[src/rtl/mips_pkg.sv]
// rtl/mips_pkg.sv - shared datapath widths, the hard-wired zero register index and the register index type
package mips_pkg;

  localparam int DATA_W_DEF = 32;
  localparam int ADDR_W_DEF = 5;

  localparam logic [ADDR_W_DEF-1:0] REG_ZERO = 5'd0;

  typedef logic [ADDR_W_DEF-1:0] reg_idx_t;

endpackage

[src/rtl/reg_scoreboard.sv]
// rtl/reg_scoreboard.sv - per-register busy bits: set on reserve, clear on writeback, reserve wins a same-cycle tie
module reg_scoreboard
  import mips_pkg::*;
#(
  parameter int ADDR_W   = ADDR_W_DEF,
  parameter int ZERO_REG = 1
) (
  input  logic                 clk,
  input  logic                 rst,
  input  logic                 i_set_en,
  input  logic [ADDR_W-1:0]    i_set_idx,
  input  logic                 i_clr_en,
  input  logic [ADDR_W-1:0]    i_clr_idx,
  output logic [2**ADDR_W-1:0] o_busy_vec
);

  localparam int DEPTH = 2**ADDR_W;

  logic [DEPTH-1:0] r_busy;
  logic [DEPTH-1:0] w_busy_next;

  // A reserve in the same cycle as a writeback belongs to a younger producer, so it must survive the clear.
  always_comb begin
    w_busy_next = r_busy;
    for (int i = 0; i < DEPTH; i++) begin
      if (i_set_en && (i_set_idx == ADDR_W'(i))) begin
        w_busy_next[i] = 1'b1;
      end else if (i_clr_en && (i_clr_idx == ADDR_W'(i))) begin
        w_busy_next[i] = 1'b0;
      end
    end
    if (ZERO_REG != 0) begin
      w_busy_next[0] = 1'b0;
    end
  end

  always_ff @(posedge clk or posedge rst) begin
    if (rst) begin
      r_busy <= '0;
    end else begin
      r_busy <= w_busy_next;
    end
  end

  assign o_busy_vec = r_busy;

endmodule

[src/rtl/reg_file_sb.sv]
// rtl/reg_file_sb.sv - 2R/1W register file with optional write bypass and a RAW-hazard busy scoreboard
module reg_file_sb
  import mips_pkg::*;
#(
  parameter int DATA_W   = DATA_W_DEF,
  parameter int ADDR_W   = ADDR_W_DEF,
  parameter int ZERO_REG = 1,
  parameter int BYPASS   = 1
) (
  input  logic                 clk,
  input  logic                 rst,
  input  logic                 RegWrite,
  input  logic [ADDR_W-1:0]    wr_reg,
  input  logic [DATA_W-1:0]    wr_data,
  input  logic [ADDR_W-1:0]    rd_reg1,
  input  logic [ADDR_W-1:0]    rd_reg2,
  output logic [DATA_W-1:0]    rd_data1,
  output logic [DATA_W-1:0]    rd_data2,
  input  logic                 reserve_en,
  input  logic [ADDR_W-1:0]    reserve_reg,
  output logic                 busy1,
  output logic                 busy2,
  output logic [2**ADDR_W-1:0] busy_vec
);

  localparam int DEPTH = 2**ADDR_W;
  localparam logic [ADDR_W-1:0] ZERO_IDX = ADDR_W'(REG_ZERO);

  logic [DATA_W-1:0] r_regs [DEPTH];
  logic              w_wr_ok;
  logic [ADDR_W-1:0] w_idx  [2];
  logic [DATA_W-1:0] w_rd   [2];
  logic              w_busy [2];

  assign w_wr_ok = RegWrite && !((ZERO_REG != 0) && (wr_reg == ZERO_IDX));

  always_ff @(posedge clk or posedge rst) begin
    if (rst) begin
      for (int i = 0; i < DEPTH; i++) begin
        r_regs[i] <= '0;
      end
    end else if (w_wr_ok) begin
      r_regs[wr_reg] <= wr_data;
    end
  end

  reg_scoreboard #(
    .ADDR_W   (ADDR_W),
    .ZERO_REG (ZERO_REG)
  ) u_scoreboard (
    .clk        (clk),
    .rst        (rst),
    .i_set_en   (reserve_en),
    .i_set_idx  (reserve_reg),
    .i_clr_en   (RegWrite),
    .i_clr_idx  (wr_reg),
    .o_busy_vec (busy_vec)
  );

  assign w_idx[0] = rd_reg1;
  assign w_idx[1] = rd_reg2;

  // Outputs are forced low during reset so a bypassed write cannot leak through while rst is held.
  always_comb begin
    for (int p = 0; p < 2; p++) begin
      w_rd[p]   = r_regs[w_idx[p]];
      w_busy[p] = busy_vec[w_idx[p]];
      if ((ZERO_REG != 0) && (w_idx[p] == ZERO_IDX)) begin
        w_rd[p] = '0;
      end else if ((BYPASS != 0) && w_wr_ok && (wr_reg == w_idx[p])) begin
        w_rd[p] = wr_data;
      end
      // The forwarded value resolves the hazard unless a new writer is reserved in the same cycle.
      if ((BYPASS != 0) && RegWrite && (wr_reg == w_idx[p]) &&
          !(reserve_en && (reserve_reg == w_idx[p]))) begin
        w_busy[p] = 1'b0;
      end
      if (rst) begin
        w_rd[p]   = '0;
        w_busy[p] = 1'b0;
      end
    end
  end

  assign rd_data1 = w_rd[0];
  assign rd_data2 = w_rd[1];
  assign busy1    = w_busy[0];
  assign busy2    = w_busy[1];

endmodule
[config.mk]
export PLATFORM = sky130hd
export DESIGN_NAME = reg_file_sb
export DESIGN_NICKNAME = d
export VERILOG_FILES = /design/src/rtl/mips_pkg.sv /design/src/rtl/reg_scoreboard.sv /design/src/rtl/reg_file_sb.sv
export SDC_FILE = /design/constraint.sdc
export NUM_CORES = 2
export LEC_CHECK = 0
export CORE_UTILIZATION = 57
export CTS_CLUSTER_SIZE = 16
export DETAILED_ROUTE_END_ITERATION = 8
export PLACE_DENSITY = 0.88
export SYNTH_ARGS = -nofsm -noshare
export SYNTH_HDL_FRONTEND = slang
export SYNTH_SLANG_ARGS = --single-unit
[constraint.sdc]
create_clock -name clk -period 43.8 [get_ports clk]
set_clock_uncertainty 0.2 [all_clocks]
set_input_delay 8.76 -clock clk [delete_from_list [all_inputs] [get_ports clk]]
set_output_delay 8.76 -clock clk [all_outputs]
set_load 0.03 [all_outputs]
==> results.tsv <==
stage	metric	value	unit
pwr	PwrDens	46.4	mW/mm^2
critical_path	critical path launch point	rd_reg1[0]	
hold_path	Hold Path Stages	0	
layout	area growth from synthesis to layout	9.84	%
floorplanning	total core area	0.100	sq mm
synth	Seq/Total Area, Yosys	45.9	%
floorplanning	Chip Width	320	um
placed_design	GP Congestion	0.901	
layout	share of cells above drive strength 1	46.7	%
hold_path	Hold/Removal Path Class	flop to flop	
floorplanning	Die Ht	320	um
clock_tree	Post-CTS Setup Bufs	0	
route	Vias	41385	
route	final wirelength	191	mm
clock_tree	clock sink total	1055	
synth	Syn. warnings	0	
synth	Synth Area per Inst	14.0	sq um
critical_path	R2R depth	1	
critical_path	kind of end point of the critical path	output pin	
clock_tree	clock tree buffer depth	3	
clock_tree	Clk Tree Root Cell	clkbuf_16	
floorplanning	Ports	154	
placed_design	Port Buffer Count	152	
synth	post-synth top area share	45.9	%
timing	setup tns final	0	ns
timing	RSZ-0062 raised after global routing	no	
synth	Synth area leaders	dfrtp_1 46%, mux2_2 23%, mux4_2 14%, mux2i_1 2.1%, clkbuf_1 1.6%	
global_routing	largest net degree at the start of global routing	115	
critical_path	Startpoint Class	input port	
global_routing	number of global-route vias before repair	41737	
synth	count of state elements after synthesis	1055	
pwr	leak pwr	26.9	nW
synth	Syn Std Cell Area	0.0576	sq mm
layout	most frequent cells in the layout	1,196 x mux2_2, 1,055 x dfrtp_1, 368 x mux4_2	
timing	Worst Max-Slew Pin Slew	1.35	ns
status	outcome	completed	
clock_tree	Clock Latency Late Sink	0.70	ns
timing	final period utilization	53.3	%
route	TritonRoute pass-1 iters	6	
synth	Yosys cell types	70	
clock_tree	hold_buf cts	0	
layout	final net count	4081	
synth	Mapped Nets	4168	
critical_path	critical path class	input port to output pin	
timing	Final Hold Violating Endpoints	0	
floorplanning	cell row count	116	
layout	commonest non-fill, non-tap cell in the layout	mux2_2	
clock_tree	H-tree depth	3	
floorplanning	starting density of the core	57.5	%
global_routing	GRT Total Usage	37.3	%
pwr	Peak VDD IR	31.1	uV
hold_path	min-delay src	r_regs[1020]	
route	detailed router's first-iteration violation count	6628	
synth	Cells after Synth	4112	
clock_tree	cts bufs inserted	106	
timing	FMAX	0.0428	GHz
critical_path	RR Startpoint	r_regs[140]	
synth	number of synthesized flops with an enable pin	0	
job	Max Cap Violations	0	
clock_tree	CTS tree	yes	
clock_tree	CTS clk-pin slew, worst paths	0.06	ns
synth	ys flop type	dfrtp_1	
route	post-detailed-route count of antenna-violating nets	0	
critical_path	Crit path arrival time	14.39	ns
timing	setup violators final	0	
route	WL/cell	35.2	um
global_routing	Overflow after GRT	0	
placed_design	DP Wirelength	109	mm
placed_design	post-placement cell area	0.0595	sq mm
timing	Max Transition Viols Final	0	
global_routing	antenna violations before repair	11	
floorplanning	die area	0.102	sq mm
timing	Final Critical Period	23.35	ns
critical_path	Critical Path RT	34.84	ns
synth	cell taking the most area after synthesis	dfrtp_1	
global_routing	first-pass GRT wire length	280	mm
layout	Final Cell Area	0.0632	sq mm
route	via/cell ratio	7.64	
route	Remaining DRCs	0	
critical_path	Crit Path Max Fanout	106	
clock_tree	count of cells resized by post-cts repair	0	
synth	Synth async-reset ratio	100	%
timing	Max-slew headroom	9.95	%
[per-stage QoR]
step | std cells | power (mW) | util (%) | hold slack [ns] | setup WS, ns
floorplan | 4112 | 1.76 | - | 0.238 | 0.210
finish | 5418 | 2.94 | 63.2 | 0.194 | 20.45
detailed placement | 5215 | 1.94 | 59.4 | 0.182 | 20.62
CTS | 5410 | 2.91 | 63.1 | 0.197 | 20.62
global route | 5410 | 3.02 | 63.1 | 0.207 | 20.33
global placement | 5215 | 1.90 | 59.4 | 0.177 | 20.65
[critical path, cell delays in order]
cell	delay [ns]
buf_8	0.44
buf_4	0.84
buf_4	0.84
buf_12	0.58
mux4_2	0.60
mux2i_1	0.43
a2111oi_0	0.20
nor3_1	0.64
a21oi_1	0.16
clkdlybuf4s50_1	0.64
[area by class of cell]
cell class	instances	area (sq um)
sequential	1055	26400
inverter	6	30.0
antenna	8	20.0
clock buffer	153	3050
timing repair buffer	267	2390
fill	6772	36900
multi-input combinational	2589	29000
clock inverter	42	678
tap	1298	1620
[per-layer routing]
layer  vias to the layer above  GRT usage, %  wire [um]
li1                      15686             -          -
met1                     20937          47.5      65300
met2                      3699          53.6      82500
met3                      1053          12.9      27400
met4                        10          25.5      15500
met5                         -         0.378        103
[sequential cells by signal (all words and copies together) (netlist names)]
| register | count |
|---|---|
| r_regs | 1024 |
| u_scoreboard.o_busy_vec | 31 |
[synth_stat cells, types with 8 or more instances]
library cell,n
nor2b_1,39
buf_6,35
mux2_1,23
xor2_1,12
nor4_1,13
dfrtp_1,1055
a22oi_1,54
mux2i_1,122
a21oi_1,54
clkbuf_1,239
buf_1,35
o21ai_1,26
xnor2_1,8
o21ai_0,78
buf_4,41
a2111oi_0,40
a22o_1,27
buf_2,105
nand2b_1,16
o22ai_1,142
a31o_1,8
a211oi_1,24
a221oi_1,31
mux4_2,368
nor3_1,61
mux2_2,1196
nand3_1,18
nor2_1,68
nand2_1,57
[final timing paths]
kind | end | slack [ns]
min reg2reg | r_regs[1020] | 0.19
max in group asynchronous | r_regs[148] | 30.53
min | r_regs[1020] | 0.19
max | rd_data1[12] | 20.45
min in group asynchronous | r_regs[992] | 8.56
max reg2reg | r_regs[140] | 42.77
[report_power, final]
| group | switching, mW | total, mW | internal, mW |
|---|---|---|---|
| Sequential | 0.151 | 1.31 | 1.16 |
| Clock | 0.402 | 0.981 | 0.578 |
| Combinational | 0.285 | 0.644 | 0.359 |
[logic make-up (layout without fill, tap and decap cells)]
logic type | Yosys count | in the layout | share of synthesized area (%)
buffers and inverters | 468 | 468 | 4.10
muxes | 1711 | 1711 | 40.4
xor gates and xnor gates | 20 | 20 | 0.304
other | 1 | 9 | 0.00651
and+or+nand+nor | 317 | 317 | 2.88
AOI/OAI and AO/OA | 540 | 540 | 6.45
DFF | 1055 | 1055 | 45.9
(Power assumes the default switching activity.)
